===== config.mk =====
export PLATFORM = sky130hd
export DESIGN_NAME = spi_receiver
export DESIGN_NICKNAME = d
export VERILOG_FILES = /design/src/rtl/spi_pkg.sv /design/src/rtl/spi_sync.sv /design/src/rtl/spi_receiver.sv
export SDC_FILE = /design/constraint.sdc
export NUM_CORES = 1
export LEC_CHECK = 0
export CELL_PAD_IN_SITES_DETAIL_PLACEMENT = 1
export CELL_PAD_IN_SITES_GLOBAL_PLACEMENT = 2
export CORE_MARGIN = 2
export CORE_UTILIZATION = 36
export CTS_CLUSTER_DIAMETER = 60
export CTS_CLUSTER_SIZE = 16
export DETAILED_ROUTE_END_ITERATION = 8
export PLACE_DENSITY_LB_ADDON = 0.1
export SETUP_SLACK_MARGIN = 0.05
export SLEW_MARGIN = 40
export SYNTH_ARGS = -nofsm -noshare
export SYNTH_HDL_FRONTEND = slang
export SYNTH_HIERARCHICAL = 1
export SYNTH_SLANG_ARGS = --single-unit

===== constraint.sdc =====
create_clock -name clk -period 2.4 [get_ports clk]
set_input_delay 0.24 -clock clk [delete_from_list [all_inputs] [get_ports clk]]
set_output_delay 0.24 -clock clk [all_outputs]
set_load 0.1 [all_outputs]

===== src/rtl/spi_pkg.sv =====
// -----------------------------------------------------------------------------
// spi_pkg
// Shared definitions for the SPI sender and receiver blocks.
//   spi_state_e     : link-level state (IDLE, ACTIVE)
//   SYNC_STAGES     : depth of the pin synchronizers
//   sample_on_rise  : 1 when data is sampled on the rising sck edge for the
//                     given cpol/cpha mode, 0 when it is sampled on the falling
//                     edge
// -----------------------------------------------------------------------------
package spi_pkg;

  typedef enum logic [0:0] {
    IDLE   = 1'b0,
    ACTIVE = 1'b1
  } spi_state_e;

  localparam int SYNC_STAGES = 2;

  // Modes 0 and 3 sample on the rising edge; modes 1 and 2 on the falling edge.
  function automatic logic sample_on_rise(input logic cpol, input logic cpha);
    return ~(cpol ^ cpha);
  endfunction

endpackage


===== src/rtl/spi_sync.sv =====
// -----------------------------------------------------------------------------
// spi_sync
// Single-bit multi-flop synchronizer bringing an asynchronous pin into the
// clk domain.
//   RESET_VAL : value every stage takes during reset (the pin's idle level)
// Ports:
//   clk   : system clock
//   rst_n : asynchronous active-low reset
//   d     : asynchronous input
//   q     : synchronized output (last stage)
// -----------------------------------------------------------------------------
module spi_sync
  import spi_pkg::*;
#(
  parameter logic RESET_VAL = 1'b0
) (
  input  logic clk,
  input  logic rst_n,
  input  logic d,
  output logic q
);

  logic [SYNC_STAGES-1:0] sync_r;

  // Shift the pin through the synchronizer chain.
  always_ff @(posedge clk or negedge rst_n) begin
    if (!rst_n) begin
      sync_r <= {SYNC_STAGES{RESET_VAL}};
    end else begin
      sync_r <= {sync_r[SYNC_STAGES-2:0], d};
    end
  end

  assign q = sync_r[SYNC_STAGES-1];

endmodule


===== src/rtl/spi_receiver.sv =====
// -----------------------------------------------------------------------------
// spi_receiver
// SPI slave-side receiver. sck, mosi and cs_n are synchronized into clk, the
// mode-dependent sampling edge is detected on the synchronized sck, and
// DATA_WIDTH-bit words are deserialized and offered on a valid/ready port.
//
// Optional feature (compile-time macro SPI_RX_FRAME_ERR_EN):
//   adds output frame_err, a one-cycle pulse when cs_n deasserts with a
//   partially received word.
//
// Ports:
//   clk, rst_n  : system clock, asynchronous active-low reset
//   lsb_first   : 1 = first bit on the wire is bit 0
//   cpol, cpha  : SPI mode (must be stable while busy)
//   cs_n, sck, mosi : raw SPI pins (asynchronous)
//   rx_ready    : consumer accepts rxb this cycle
//   rxb         : received word
//   rx_valid    : rxb holds an unconsumed word
//   overrun     : one-cycle pulse, a completed word was dropped
//   frame_err   : (SPI_RX_FRAME_ERR_EN only) partial word discarded
//   busy        : receiver is inside a cs_n frame
// -----------------------------------------------------------------------------
module spi_receiver
  import spi_pkg::*;
#(
  parameter int DATA_WIDTH = 8
) (
  input  logic                  clk,
  input  logic                  rst_n,
  input  logic                  lsb_first,
  input  logic                  cpol,
  input  logic                  cpha,
  input  logic                  cs_n,
  input  logic                  sck,
  input  logic                  mosi,
  input  logic                  rx_ready,
  output logic [DATA_WIDTH-1:0] rxb,
  output logic                  rx_valid,
  output logic                  overrun,
`ifdef SPI_RX_FRAME_ERR_EN
  output logic                  frame_err,
`endif
  output logic                  busy
);

  localparam int CW = (DATA_WIDTH > 2) ? $clog2(DATA_WIDTH) : 1;
  localparam logic [CW-1:0] CNT_LAST = CW'(DATA_WIDTH - 1);
  localparam logic [CW-1:0] CNT_ZERO = {CW{1'b0}};
  localparam logic [CW-1:0] CNT_ONE  = CW'(1);

  logic cs_n_s2_s;
  logic sck_s2_s;
  logic mosi_s2_s;
  logic sck_s3_r;

  spi_state_e            state_r;
  logic [CW-1:0]         cnt_r;
  logic [DATA_WIDTH-1:0] shift_r;

  logic                  rise_s;
  logic                  fall_s;
  logic                  sample_s;
  logic                  last_bit_s;
  logic                  word_done_s;
  logic [DATA_WIDTH-1:0] shift_next_s;

  // cs_n idles high, so its chain resets to 1 to avoid a false frame start.
  spi_sync #(.RESET_VAL(1'b1)) u_sync_cs_n (
    .clk   (clk),
    .rst_n (rst_n),
    .d     (cs_n),
    .q     (cs_n_s2_s)
  );

  spi_sync #(.RESET_VAL(1'b0)) u_sync_sck (
    .clk   (clk),
    .rst_n (rst_n),
    .d     (sck),
    .q     (sck_s2_s)
  );

  spi_sync #(.RESET_VAL(1'b0)) u_sync_mosi (
    .clk   (clk),
    .rst_n (rst_n),
    .d     (mosi),
    .q     (mosi_s2_s)
  );

  // Third sck stage, used only for edge detection.
  always_ff @(posedge clk or negedge rst_n) begin
    if (!rst_n) begin
      sck_s3_r <= 1'b0;
    end else begin
      sck_s3_r <= sck_s2_s;
    end
  end

  // Edge detection, sample-edge selection and next shift-register value.
  always_comb begin
    rise_s     = sck_s2_s & ~sck_s3_r;
    fall_s     = ~sck_s2_s & sck_s3_r;
    sample_s   = 1'b0;
    if (sample_on_rise(cpol, cpha)) begin
      sample_s = rise_s;
    end else begin
      sample_s = fall_s;
    end
    shift_next_s = shift_r;
    if (lsb_first) begin
      shift_next_s = {mosi_s2_s, shift_r[DATA_WIDTH-1:1]};
    end else begin
      shift_next_s = {shift_r[DATA_WIDTH-2:0], mosi_s2_s};
    end
    last_bit_s  = (cnt_r == CNT_LAST);
    // A deasserting cs_n takes priority over a coincident sample edge.
    word_done_s = (state_r == ACTIVE) & ~cs_n_s2_s & sample_s & last_bit_s;
  end

  // Receiver FSM with deserializer, output word register and handshake.
  always_ff @(posedge clk or negedge rst_n) begin
    if (!rst_n) begin
      state_r   <= IDLE;
      cnt_r     <= CNT_ZERO;
      shift_r   <= {DATA_WIDTH{1'b0}};
      rxb       <= {DATA_WIDTH{1'b0}};
      rx_valid  <= 1'b0;
      overrun   <= 1'b0;
      busy      <= 1'b0;
`ifdef SPI_RX_FRAME_ERR_EN
      frame_err <= 1'b0;
`endif
    end else begin
      overrun   <= 1'b0;
`ifdef SPI_RX_FRAME_ERR_EN
      frame_err <= 1'b0;
`endif
      case (state_r)
        IDLE: begin
          cnt_r   <= CNT_ZERO;
          shift_r <= {DATA_WIDTH{1'b0}};
          if (!cs_n_s2_s) begin
            state_r <= ACTIVE;
            busy    <= 1'b1;
          end else begin
            state_r <= IDLE;
            busy    <= 1'b0;
          end
        end
        ACTIVE: begin
          if (cs_n_s2_s) begin
            // Frame ended: drop any partial word.
            state_r <= IDLE;
            busy    <= 1'b0;
            cnt_r   <= CNT_ZERO;
            shift_r <= {DATA_WIDTH{1'b0}};
`ifdef SPI_RX_FRAME_ERR_EN
            frame_err <= (cnt_r != CNT_ZERO);
`endif
          end else begin
            state_r <= ACTIVE;
            busy    <= 1'b1;
            if (sample_s) begin
              if (last_bit_s) begin
                cnt_r   <= CNT_ZERO;
                shift_r <= {DATA_WIDTH{1'b0}};
              end else begin
                cnt_r   <= cnt_r + CNT_ONE;
                shift_r <= shift_next_s;
              end
            end else begin
              cnt_r   <= cnt_r;
              shift_r <= shift_r;
            end
          end
        end
        default: begin
          state_r <= IDLE;
          busy    <= 1'b0;
          cnt_r   <= CNT_ZERO;
          shift_r <= {DATA_WIDTH{1'b0}};
        end
      endcase

      // Output register: a completed word loads unless an unconsumed word
      // would be overwritten, in which case the new word is dropped.
      if (word_done_s) begin
        if (!rx_valid || rx_ready) begin
          rxb      <= shift_next_s;
          rx_valid <= 1'b1;
        end else begin
          overrun  <= 1'b1;
        end
      end else if (rx_valid && rx_ready) begin
        rx_valid <= 1'b0;
      end else begin
        rx_valid <= rx_valid;
      end
    end
  end

endmodule


# [Yosys cells after proc, flatten, opt, wreduce, memory -nomap -nowiden]
# Cells that the tools add are included.
[classes] addsub=1 eq_ne=3 mux=16 bitwise_logic=10 n_reduce_logical=6
[ops] operator="$mux W8" count=4
[ops] operator="$pmux W8 S2" count=1
[ops] operator="$mux W3" count=3
[ops] operator="$mux W1" count=7
[ops] operator="$pmux W3 S2" count=1
[ops] operator="$and A1 B1 Y1" count=5
[ops] operator="$not A1 Y1" count=4
[ops] operator="$reduce_and A2 Y1" count=2
[ops] operator="$add A3 B1 Y3 const B" count=1
[ops] operator="$eq A3 B3 Y1 const B" count=1
[ops] operator="$ne A3 B1 Y1 const B" count=1
[ops] operator="$ne A2 B1 Y1 const B" count=1
[ops] operator="$reduce_bool A2 Y1" count=1
[ops] operator="$logic_and A1 B1 Y1" count=1
[ops] operator="$logic_not A1 Y1" count=1
[ops] operator="$logic_or A1 B1 Y1" count=1
[ops] operator="$xor A1 B1 Y1" count=1
[totals] register_bits=29 inputBits=9

# [Depth between registers and ports, before layout]
# Gate-level depths: netlist of run 1.
[logic_depth] word_depth=7 mapped_depth=5 mapped_depth_nobuf=5

# [By module]
# Netlist of run 1, hierarchy kept.
[by_module_without_submodules] mod="spi_receiver" n_inst=1 cells_per_inst=73 area_per_inst_um2=1061.0 seq_area_each_um2=575.6
[by_module_without_submodules] mod="spi_sync at u_sync_mosi ..." n_inst=2 cells_per_inst=2 area_per_inst_um2=50.0 seq_area_each_um2=50.0
[by_module_without_submodules] mod="spi_sync at u_sync_cs_n" n_inst=1 cells_per_inst=2 area_per_inst_um2=52.6 seq_area_each_um2=52.6

# [Worst setup path after synthesis of run 1]
# No wires, ideal clock.
[synth_path] path_type="register to register" startpoint="register state_r" endpoint="register rxb[0]" setup_ns=0.126 t_arrival_ns=1.984 setup_slack_ns=0.290 path_stages_with_launch=6 synth_period_minus_slack_ns=2.110 path_cell_list="dfrtp_1 > and4bb_1 > mux2_4 > and3_4 > buf_6 > mux2_4"
[synth_between] elab_chain_cells=4
[synth_rtl] element="start, declared" line="spi_receiver.sv:56" source="spi_state_e state_r;"
[synth_rtl] element="start signal, assigned" line="spi_receiver.sv:122" source="state_r <= IDLE;"
[synth_rtl] element="start signal, assigned" line="spi_receiver.sv:142" source="state_r <= ACTIVE;"
[synth_rtl] element="start signal, assigned" line="spi_receiver.sv:145" source="state_r <= IDLE;"
[synth_rtl] element="$and A1 B1 Y1 (3 in series)" line="spi_receiver.sv:116" source="word_done_s = (state_r == ACTIVE) & ~cs_n_s2_s & sample_s & last_bit_s;"
[synth_rtl] element="$reduce_and A2 Y1 (no line)"
[synth_rtl] element="end signal, assigned" line="spi_receiver.sv:125" source="rxb <= {DATA_WIDTH{1'b0}};"
[synth_rtl] element="end signal, assigned" line="spi_receiver.sv:188" source="rxb <= shift_next_s;"
[synth_rtl] element="end, declared" line="spi_receiver.sv:37" source="output logic [DATA_WIDTH-1:0] rxb,"
# No other way between the ends.
# A chain may end at the register's enable or synchronous reset.

# [Final worst setup path of run 1]
[layout_path] startpoint="register u_sync_cs_n.sync_r[1]" endpoint="register rxb[6]"
[layout_between] elab_chain_cells=5
[layout_rtl] element="start, declared" line="spi_sync.sv:23" source="logic [SYNC_STAGES-1:0] sync_r;"
[layout_rtl] element="start signal, assigned" line="spi_sync.sv:28" source="sync_r <= {SYNC_STAGES{RESET_VAL}};"
[layout_rtl] element="start signal, assigned" line="spi_sync.sv:30" source="sync_r <= {sync_r[SYNC_STAGES-2:0], d};"
[layout_rtl] element="$not A1 Y1" line="spi_receiver.sv:116"
[layout_rtl] element="$and A1 B1 Y1 (3 in series)" line="spi_receiver.sv:116"
[layout_rtl] element="$reduce_and A2 Y1 (no line)"
# No other way between the ends.

==> results of run 1 <==
[cell families after synthesis]
logic type | after synthesis | share of synthesized area [%]
AOI/OAI and AO/OA | 10 | 7.216
xor gates and xnor gates | 1 | 0.7218
adders and majority gates | 2 | 2.062
buffers and inverters | 4 | 2.061
DFF | 29 | 60.00
muxes | 19 | 20.21
and+or+nand+nor | 14 | 7.732
[per-stage QoR]
stage          std cells  power, mW  hold slack, ps  worst slack [ps]
6_report             151     0.9772           286.4             732.2
5_1_grt              151      1.034           301.1             689.1
4_1_cts              151      1.004           281.9             724.1
3_5_place_dp         143     0.5745           337.8             419.7
3_3_place_gp         143     0.5726           332.2             446.4
2_1_floorplan         79     0.5424          -55.59             289.9
[worst max-delay path, cell delays in order, from the launching register on]
cell and delay, ps:
dfstp_2 540, and4bb_1 180, mux2_4 290, and3_4 240, mux2_4 300
[sequential cells by signal (all words and copies together) (netlist names)]
name                flops
shift_r                 8
u_sync_cs_n/sync_r      2
rxb                     8
overrun                 1
u_sync_mosi/sync_r      2
u_sync_sck/sync_r       2
rx_valid                1
state_r                 1
cnt_r                   3
sck_s3_r                1
[layout make-up]
type,instances,area [sq um],share of cell area [%]
flip-flops and latches,29,728.2,48.14
well taps,46,57.56,3.805
clock buffers,7,55.05,3.639
repair buffers,21,177.7,11.75
inverters,1,3.754,0.2481
multi-input cells,46,460.4,30.44
clock inverters,1,30.03,1.985
[metal layers]
| metal | wire length (um) | share of wire, % | GRT usage [%] | up-vias |
|---|---|---|---|---|
| met1 | 969 | 47 | 16.12 | 347 |
| li1 | - | - | - | 331 |
| met2 | 935 | 45 | 19.79 | 21 |
| met4 | 46 | 2.2 | 7.295 | 0 |
| met5 | 0 | 0 | 0 | - |
| met3 | 117 | 5.7 | 6.832 | 5 |
[power groups by stage]
stage	clock, mW	sequential (mW)	combinational (mW)
after floorplan	0	0.517	0.0250
after global placement	0	0.512	0.0608
after detailed placement	0	0.513	0.0620
final	0.414	0.503	0.0601
after global routing	0.463	0.504	0.0667
after CTS	0.438	0.503	0.0623
[cell usage in the layout, fill, tap and decap left out, types with 2 or more instances in the layout]
cell type,instances
mux2i_1,2
or2b_1,3
clkdlybuf4s50_1,8
nand2_1,3
mux2_4,9
ha_1,2
buf_4,13
dfstp_2,2
dfrtp_1,27
clkbuf_4,5
mux2_2,8
nor2_1,3
a22o_1,10
and4bb_1,2
[worst min path at each step]
stage	to	slack, ps
floorplan	cnt_r[0]$_DFFE_PN0P_	-60
global placement	u_sync_mosi/sync_r[1]$_DFF_PN0_	330
detailed placement	u_sync_sck/sync_r[1]$_DFF_PN0_	340
CTS	shift_r[6]$_DFFE_PN0P_	280
global route	u_sync_cs_n/sync_r[0]$_DFF_PN1_	300
finish	shift_r[0]$_DFFE_PN0P_	290
==> impl_metrics.tcl, run 1 <==
set metrics [dict create \
    synth_edf_count 0 \
    ys_warn_count 6 \
    synth_nets 90 \
    status "finished clean" \
    rsz0062_at_grt "no" \
    vias 704 \
    critPathRequiredTime_ps 2620 \
    rr_startpoint "u_sync_cs_n/sync_r[1]$_DFF_PN1_" \
    ys_seq_elements 29 \
    power_density_nw_per_um2 646.0 \
    rows 21 \
    hpwl_um 1424 \
    ff2ff_path_depth 4 \
    critPathCaptureType "flop" \
    cts_sinks 29 \
    crit_type "flop to flop" \
    fill_cells 347 \
    synth.most_common_cell "dfrtp_1" \
    path_max_fanout 8 \
    synth_cell_types 19 \
    p_int_mw 0.7738 \
    fmax_mhz 599.6 \
    clockBufferDepth 2 \
    crit_arrival_ps 1890 \
    firstDrtPassIters 3 \
    swShare_pct 20.81 \
    maxSlewViolCount 0 \
    worstMarginPinSlew_ps 436.7 \
    grt_antenna_before_repair 0 \
    p_comb_share_pct 6.2 \
    grt-ovfl-total 0 \
    synth-main-ff-cell "dfrtp_1" \
    p_seq_share_pct 51.5 \
    p_clk_share_pct 42.4 \
    antenna_cells 0 \
    cts_hold_buf 0 \
    wl_um 2068 \
    ys_top_cells_by_count "dfrtp_1 (27), a22o_1 (10), mux2_4 (9)" \
    area_growth_pct 24.64 \
    async_reset_ff_share_pct 100.0 \
    ys_seq_area_share_pct 60.00 \
    cts_resized 0 \
    setup_viol_count_final 0 \
    vias_per_cell 4.662 \
    grtUsageTotal_pct 13.51 \
    port_buffers 19 \
    drive_gt1_share_pct 39.05 \
    crit_path_end "rxb[6]$_DFFE_PN0P_" \
    clk_pin_slew_ps 90 \
    initial_core_util_pct 36.95 \
    slew_headroom_pct 70.86 \
    num-nets-final 115 \
    ff2ff_setup_slack_ps 730 \
    syn_area_per_cell_sq_um 15.36 \
    ir_drop_v 0.0003516 \
    die_area_sq_um 3851 \
    hold_class "primary input to asynchronous set/reset pin" \
    postSynthCellCount 79 \
    fin_crit_ps 1668 \
    leakagePower_nw 0.7447 \
    wl_per_cell_um 13.70 \
    cts_setup_buffers 0 \
    synth_area_leaders "dfrtp_1 (56%), mux2_4 (11%), mux2_2 (7.4%), a22o_1 (7.2%), dfstp_2 (4.3%)" \
    layout.cell_area.non_filler_sq_um 1513 \
    yosys.area.top_type "dfrtp_1" \
    synth_top_area_share_pct 55.67 \
    gp_congestion 0.6343 \
    switchingPower_mw 0.2033 \
    drv_cap 0 \
    root_buffer "clkbuf_4" \
    timing.final.crit_share_pct 69.49 \
    synthesis.area_sq_um 1214 \
    place_area_sq_um 1428 \
    cts_buffers 5 \
    grt_pass1_wl_um 3450 \
    final_core_util_pct 46.06 \
    fp.dieW_um 62.06 \
    drtIter0Drc 20 \
    skew_ps 9.443 \
    setup-tns-final_ps 0 \
    h-tree-depth 2 \
    tritoncts "yes" \
    insertion_delay_ps 330 \
    drc 0 \
    cp-start-kind "flop" \
    die_y_um 62.06 \
    hold_violations 0 \
    timing.rr.end "rxb[6]$_DFFE_PN0P_" \
    crit_path_start "u_sync_cs_n/sync_r[1]$_DFF_PN1_" \
    boundaryPins 20 \
    core-area_sq_um 3284 \
    first_global_vias 756 \
    grt_max_degree 30 \
    drtAntennaViolNets 0 \
]
No activity file was read; power rests on OpenSTA's default activity.
==> run 2, diff against run 1 <==
--- a/config.mk
+++ b/config.mk
@@ -8,7 +8,7 @@
 export CELL_PAD_IN_SITES_DETAIL_PLACEMENT = 1
 export CELL_PAD_IN_SITES_GLOBAL_PLACEMENT = 2
 export CORE_MARGIN = 2
-export CORE_UTILIZATION = 36
+export CORE_UTILIZATION = 33
 export CTS_CLUSTER_DIAMETER = 60
 export CTS_CLUSTER_SIZE = 16
 export DETAILED_ROUTE_END_ITERATION = 8
==> constraint.sdc (replaced) <==
create_clock -name clk -period 1.5 [get_ports clk]
set_input_delay 0.15 -clock clk [delete_from_list [all_inputs] [get_ports clk]]
set_output_delay 0.15 -clock clk [all_outputs]
set_load 0.1 [all_outputs]
==> run 2 against run 1 <==
  * The run now ends with negative setup slack left
  * Via count rose by 6.8%
  * Sequential share of layout area fell by 6.5 points
  * Critical path depth stayed put
  * Worst setup slack got worse by 880 ps
  * Total power increased by 57%
  * Clock skew decreased by 5.2 ps
  * Highest routed layer unchanged
==> impl_metrics.tcl, run 2 (synthesis results as in run 1) <==
set metrics [dict create \
    status "complete, but fails checks" \
    violations "negative setup slack" \
    grt_max_degree 30 \
    fin_ws_ps -143.2 \
    grt_antenna_before_repair 0 \
    insertion_delay_ps 270 \
    skew_ps 4.249 \
    grt-ovfl-total 0 \
    firstDrtPassIters 4 \
    initial_core_util_pct 33.66 \
    die_y_um 64.65 \
    crit_arrival_ps 1800 \
    clockBufferDepth 2 \
    drtIter0Drc 13 \
    area_growth_pct 45.26 \
    ff2ff_setup_slack_ps -140 \
    vias_per_cell 4.642 \
    num-nets-final 124 \
    rsz0062_at_grt "yes" \
    crit_type "flop to flop" \
    drtAntennaViolNets 0 \
    worstMarginPinSlew_ps 474.6 \
    cts_buffers 5 \
    power_density_nw_per_um2 870.7 \
    fmax_mhz 608.6 \
    multiInputGateArea_sq_um 495.5 \
    place_ws_ps -355.5 \
    fp.dieW_um 64.65 \
    fill_cells 372 \
    grtUsageTotal_pct 13.95 \
    timing.rr.end "rxb[0]$_DFFE_PN0P_" \
    grt_pass1_wl_um 4160 \
    cts_sinks 29 \
    hold_class "primary input to asynchronous set/reset pin" \
    vias 752 \
    layout.cell_area.non_filler_sq_um 1763 \
    timing.final.crit_share_pct 109.5 \
    hpwl_um 1612 \
    leakagePower_nw 0.8465 \
    setup_viol_count_final 18 \
    layout_commonest_cell "dfrtp_1" \
    most-common-layout-cells "dfrtp_1 (25), buf_12 (11), a22o_1 (10), buf_4 (10), mux2_4 (9)" \
    rows 22 \
    drc 0 \
    reg.largest.list "rxb x8, shift_r x8, cnt_r x3" \
    ir_drop_v 0.0005112 \
    power_mw 1.535 \
    clk_pin_slew_ps 60 \
    critPathRequiredTime_ps 1660 \
    core-area_sq_um 3606 \
    drv_cap 0 \
    wl_per_cell_um 13.85 \
    tritoncts "yes" \
    root_buffer "clkbuf_8" \
    critPathCaptureType "flop" \
    fin_crit_ps 1643 \
    place_area_sq_um 1633 \
    hold_violations 0 \
    first_global_vias 862 \
    cp-start-kind "flop" \
    h-tree-depth 2 \
    rr_startpoint "u_sync_cs_n/sync_r[1]$_DFF_PN1_" \
    wl_um 2243 \
    drive_gt1_share_pct 48.25 \
    port_buffers 19 \
    slew_headroom_pct 68.33 \
    die_area_sq_um 4179 \
    register_area_sq_um 733.2 \
    boundaryPins 20 \
    path_max_fanout 8 \
    gp_congestion 0.6991 \
    maxSlewViolCount 0 \
    antenna_cells 0 \
    ff2ff_path_depth 4 \
]
## run 2: cell count changes in the layout (fill, tap and decap cells not counted), moves of 2 or more
cell	before	now
buf_4	13	10
dfrtp_1	27	25
buf_12	0	11
clkbuf_8	1	5
clkbuf_4	5	0
## run 2: worst max path at each step
stage	startpoint	endpoint	slack, ps	depth (start not counted)
finish	u_sync_cs_n/sync_r[1]$_DFF_PN1_	rxb[0]$_DFFE_PN0P_	-140	4
global route	u_sync_cs_n/sync_r[1]$_DFF_PN1_	rxb[6]$_DFFE_PN0P_	-180	4
CTS	u_sync_cs_n/sync_r[1]$_DFF_PN1_	rxb[6]$_DFFE_PN0P_	-150	4
detailed placement	cpha	shift_r[4]$_DFFE_PN0P_	-360	5
global placement	cpha	rxb[6]$_DFFE_PN0P_	-330	5
floorplan	state_r$_DFF_PN0_	rxb[0]$_DFFE_PN0P_	-340	5
## run 2: layer usage
layer / track usage, % / vias up / wire [um]
met2: 20.57 / 21 / 1047
met1: 16.74 / 379 / 989
li1: - / 348 / -
met5: 0 / - / 0
met3: 6.944 / 4 / 162
met4: 7.181 / 0 / 43
## run 2: cell type report
cell class              instances  area share (%)
repair buffers                 30           22.07
multi-input cells              46           28.11
clock buffers                   7           4.329
well taps                      48           3.407
inverters                       1          0.2129
flip-flops and latches         29           41.59
clock inverters                 1          0.2839
## run 2: repair_timing
item,CTS,global route
gates cloned,0,0
resized for setup,4,5
buffers inserted,1,0
endpoints found under the setup margin,19,21
pin swaps,3,3
hold buffers,0,0
## run 2: per-stage QoR
stage,instances,utilization [%],hold WS [ps],TNS (ps)
after detailed placement,153,45.28,335.8,-6261
after global placement,153,45.28,332.3,-5962
after CTS,162,48.27,268.6,-1886
after global routing,162,48.89,268.0,-2411
final,162,48.89,258.0,-1708
after floorplan,79,-,-145.6,-4170
## run 2: report_power, final
part           switching [mW]  internal, mW
Combinational          0.0626        0.0681
Sequential            0.00700         0.799
Clock                   0.274         0.324
## run 2: worst max-delay path: stages, from the launching register on
cell and delay, ps:
dfstp_2 530, and4bb_1 180, mux2_4 270, and3_4 230, mux2_4 310
==> run 3, diff against run 2 <==
--- a/config.mk
+++ b/config.mk
@@ -8,10 +8,11 @@
 export CELL_PAD_IN_SITES_DETAIL_PLACEMENT = 1
 export CELL_PAD_IN_SITES_GLOBAL_PLACEMENT = 2
 export CORE_MARGIN = 2
-export CORE_UTILIZATION = 33
+export CORE_UTILIZATION = 38
 export CTS_CLUSTER_DIAMETER = 60
 export CTS_CLUSTER_SIZE = 16
 export DETAILED_ROUTE_END_ITERATION = 8
+export DONT_BUFFER_PORTS = 1
 export PLACE_DENSITY_LB_ADDON = 0.1
 export SETUP_SLACK_MARGIN = 0.05
 export SLEW_MARGIN = 40
==> run 3 against run 2 <==
  * Highest routed layer unchanged
  * Critical path type unchanged
  * Final cell count shrank 7.4%
  * Count of clock-buffer cells in the layout grew 1
  * Die area shrank 12%
  * Non-clock buffer count shrank 8
  * First-iteration DRC count shrank 7.7%
  * The run still ends with negative setup slack left
  * Critical path depth is the same
==> impl_metrics.tcl, run 3 (synthesis results as in run 1) <==
set metrics [dict create \
    first_global_vias 814 \
    root_buffer "clkbuf_4" \
    cpMaxStageDelayCell "dfstp_2" \
    crit_top_cell "mux2_4" \
    maxSlewViolCount 0 \
    grt-ovfl-total 0 \
    leakagePower_nw 0.7659 \
    fin_crit_ps 1660 \
    vias_per_cell 4.793 \
    drive_gt1_share_pct 48.11 \
    worstMarginPinSlew_ps 301.1 \
    drc 0 \
    timing.final.crit_share_pct 110.7 \
    status "complete, but fails checks" \
    fmax_mhz 602.5 \
    grtUsageTotal_pct 14.94 \
    port_buffers 0 \
    boundaryPins 20 \
    most-common-layout-cells "dfrtp_1 (25), buf_4 (15), a22o_1 (10), mux2_4 (9), mux2_2 (8)" \
    ir_drop_v 0.0004649 \
    die_y_um 60.52 \
    fp.dieW_um 60.52 \
    hold_violations 0 \
    grt_max_degree 30 \
    core-area_sq_um 3053 \
    setup_viol_count_final 18 \
    grt_antenna_before_repair 0 \
    reg.largest.list "rxb x8, shift_r x8, cnt_r x3" \
    skew_ps 4.908 \
    holdWs_ps 50.09 \
    dp_cells 136 \
    h-tree-depth 2 \
    clk_pin_slew_ps 90 \
    antenna_cells 0 \
    power_density_nw_per_um2 910.7 \
    crit_chain "and4bb_1 -> mux2_4 -> and3_4 -> mux2_4" \
    max_stage_delay_ps 540 \
    wl_per_cell_um 15.30 \
    path_max_fanout 8 \
    clockBufferDepth 2 \
    insertion_delay_ps 330 \
    grt_pass1_wl_um 3781 \
    cts_sinks 29 \
    violations "negative setup slack" \
    tritoncts "yes" \
    hpwl_um 1506 \
    fin_cells 150 \
    critPathRequiredTime_ps 1710 \
    critPathCaptureType "flop" \
    place_ws_ps -147.2 \
    area_growth_pct 26.49 \
    initial_core_util_pct 39.75 \
    fin_ws_ps -159.8 \
    cts_buffers 5 \
    wl_um 2295 \
    gp_congestion 0.6380 \
    drv_cap 0 \
    drtIter0Drc 12 \
    firstDrtPassIters 2 \
    die_area_sq_um 3662 \
    cp-start-kind "flop" \
    slew_headroom_pct 79.78 \
    crit_type "flop to flop" \
    crit_arrival_ps 1870 \
    hold_class "primary input to flop" \
    rows 20 \
    drtAntennaViolNets 0 \
    layout_commonest_cell "dfrtp_1" \
    rsz0062_at_grt "yes" \
    num-nets-final 116 \
    vias 719 \
]
run 3: changes by cell type in the layout (fill, tap and decap cells not counted), moves of 4 or more:
cell	before	now
buf_12	11	2
buf_4	10	15
clkbuf_4	0	5
clkbuf_8	5	1
clkdlybuf4s50_1	7	0
dlygate4sd3_1	0	4
run 3: worst max-delay path, delay by kind of cell, from the launching register on:
kind | cells | cell delay (ps)
flip-flops | 1 | 540
multiplexers | 2 | 600
AND/OR/NAND/NOR | 2 | 410
run 3: final cells by class:
class / instances / area, sq um
clock buffers: 8 / 58.81
fillers: 314 / 1518
inverters: 1 / 3.754
multi-input cells: 46 / 480.5
flip-flops and latches: 29 / 733.2
well taps: 44 / 55.05
repair buffers: 22 / 203.9
run 3: what timing repair did:
item	CTS	global route
gates cloned	0	0
pin swaps	0	2
hold buffers	5	0
setup endpoints to repair	18	20
hold endpoints to repair	32	0
buffers inserted	1	2
resized for setup	1	7
run 3: where the power goes:
| group | switching [mW] | internal (mW) |
|---|---|---|
| sequential | 0.00827 | 0.797 |
| combinational | 0.0518 | 0.0493 |
| clock | 0.260 | 0.231 |
run 3: metrics by stage:
step	power [mW]	TNS (ps)	util (%)	cell area, sq um
detailed placement	0.8920	-1658	45.37	1385
CTS	1.419	-1992	49.63	1515
global placement	0.8883	-1193	45.37	1385
global route	1.482	-2691	50.29	1535
floorplan	0.8690	-4170	-	1219
finish	1.398	-1928	50.29	1535
run 3: per-layer routing:
layer / part of all wire, % / wire length (um) / vias up / GRT usage [%]
li1: - / - / 333 / -
met2: 47 / 1073 / 20 / 23.29
met3: 6.4 / 147 / 6 / 6.397
met4: 2.0 / 46 / 0 / 7.453
met1: 45 / 1028 / 360 / 17.77
met5: 0 / 0 / - / 0
run 3: final timing paths:
kind	from	end	cells after the start	slack, ps
hold reg to reg	u_sync_cs_n/sync_r[0]$_DFF_PN1_	u_sync_cs_n/sync_r[1]$_DFF_PN1_	0	360
setup reg to reg	u_sync_cs_n/sync_r[1]$_DFF_PN1_	rxb[7]$_DFFE_PN0P_	4	-160
min in group asynchronous	rst_n	cnt_r[1]$_DFFE_PN0P_	2	260
max in group asynchronous	rst_n	u_sync_cs_n/sync_r[0]$_DFF_PN1_	2	1000
setup / recovery	u_sync_cs_n/sync_r[1]$_DFF_PN1_	rxb[7]$_DFFE_PN0P_	4	-160
hold / removal	rx_ready	overrun$_DFF_PN0_	2	50
==> RTL change (config.mk and constraints of run 1) <==
Change the parameter `RESET_VAL` from 1'b1 to 1'b0.
--- a/src/rtl/spi_receiver.sv
+++ b/src/rtl/spi_receiver.sv
@@ -66,5 +66,5 @@
 
   // cs_n idles high, so its chain resets to 1 to avoid a false frame start.
-  spi_sync #(.RESET_VAL(1'b1)) u_sync_cs_n (
+  spi_sync #(.RESET_VAL(1'b0)) u_sync_cs_n (
     .clk   (clk),
     .rst_n (rst_n),
Check against the original RTL: not equivalent (Yosys sat finds a counterexample within 4 cycles, from zero or initial values and one cycle with rst_n low).
==> RTL change against run 1 <==
- power down 12%
- synthesized cell count unchanged
- register-to-register slack improved by 0.09 ns
- area after synthesis fell by 0.21%
- sequential cell count is the same
- sequential power barely moved
- maximum frequency up 1.5%
- worst setup slack better by 0.025 ns
- wire length up 5.4%
- design area fell by 2.2%
- largest cell class unchanged
- largest power group unchanged
==> RTL change: results (changes against run 1) <==
- Status: completed (unchanged)
- Met1 usage: 17.0% (was 16.1%)
- Worst slew pin tran: 0.451 ns (was 0.437 ns)
- GPL Wtd Cong: 0.634 (about the same)
- Synth top area cells: dfrtp_1 60%, mux2_4 11%, mux2_2 7.4% (was dfrtp_1 56%, mux2_4 11%, mux2_2 7.4%)
- Vias per cell: 4.84 (was 4.66)
- Global-route wire length before repair: 3510 um (was 3450 um)
- Mux share of post-synthesis cell area: 20.2% (about the same)
- 1st-iter DRT viols: 24 (was 20)
- P_leak: 0.000733 uW (was 0.000745 uW)
- Register area share after synthesis: 59.9% (was 60.0%)
- Comb power: 60.2 uW (was 60.1 uW)
- Number of detailed-route iterations in the first pass: 2 (was 3)
- CP Launch Type: primary input (was flop)
- Drt wl/cell: 14.5 um (was 13.7 um)
- Total internal power: 662 uW (was 774 uW)
- Met3 Resource Use GR: 7.04% (was 6.83%)
- Maximum clock rate: 609 MHz (was 600 MHz)
- Layout cells sized above 1: 36.5% (was 39.0%)
- Met3 WL post-DR: 139 um (was 117 um)
- Total GRT Usage: 13.4% (was 13.5%)
- Crit path arrival time: 1.85 ns (was 1.89 ns)
- Setup slack, reg-to-reg: 0.82 ns (was 0.73 ns)
- Critical R2R Launch: u_sync_sck/sync_r[1]$_DFF_PN0_ (was u_sync_cs_n/sync_r[1]$_DFF_PN1_)
- Worst R2R End: rxb[7]$_DFFE_PN0P_ (was rxb[6]$_DFFE_PN0P_)
- Max VDD drop: 0.000213 V (was 0.000352 V)
- Met2 wire length: 1010 um (was 935 um)
- Worst Setup EP: rxb[7]$_DFFE_PN0P_ (was rxb[6]$_DFFE_PN0P_)
- Synth top cells by count: 29 x dfrtp_1, 10 x a22o_1, 9 x mux2_4, 8 x mux2_2 (was 27 x dfrtp_1, 10 x a22o_1, 9 x mux2_4, 8 x mux2_2)
- Slowest stage cell on the critical path: clkdlybuf4s50_1 (was dfstp_2)
[RTL change: cell types whose count changed after synthesis, sizes merged]
cell	run 1	this run
dfrtp	27	29
dfstp	2	0
[RTL change: worst max-delay path: cells and delay by family]
family	cells	cell delay (ns)
AND/OR/NAND/NOR	1	0.24
XOR/XNOR	1	0.29
buffers and inverters	1	0.41
multiplexers	2	0.67
[RTL change: through the flow]
step / total power [uW] / instance area [um^2] / utilization [%] / hold WS [ns] / cells
after detailed placement: 573 / 1430 / 43.4 / 0.337 / 143
after CTS: 880 / 1480 / 45.1 / 0.289 / 150
final: 862 / 1480 / 45.1 / 0.285 / 150
after global placement: 571 / 1430 / 43.4 / 0.332 / 143
after global routing: 911 / 1480 / 45.1 / 0.293 / 150
after floorplan: 541 / 1210 / - / -0.0556 / 79
[RTL change: cell type report]
class / instances / area (um^2)
fillers: 347 / 1800
flip-flops and latches: 29 / 726
multi-input cells: 46 / 460
repair buffers: 21 / 178
well taps: 46 / 57.6
clock buffers: 7 / 55.1
inverters: 1 / 3.75
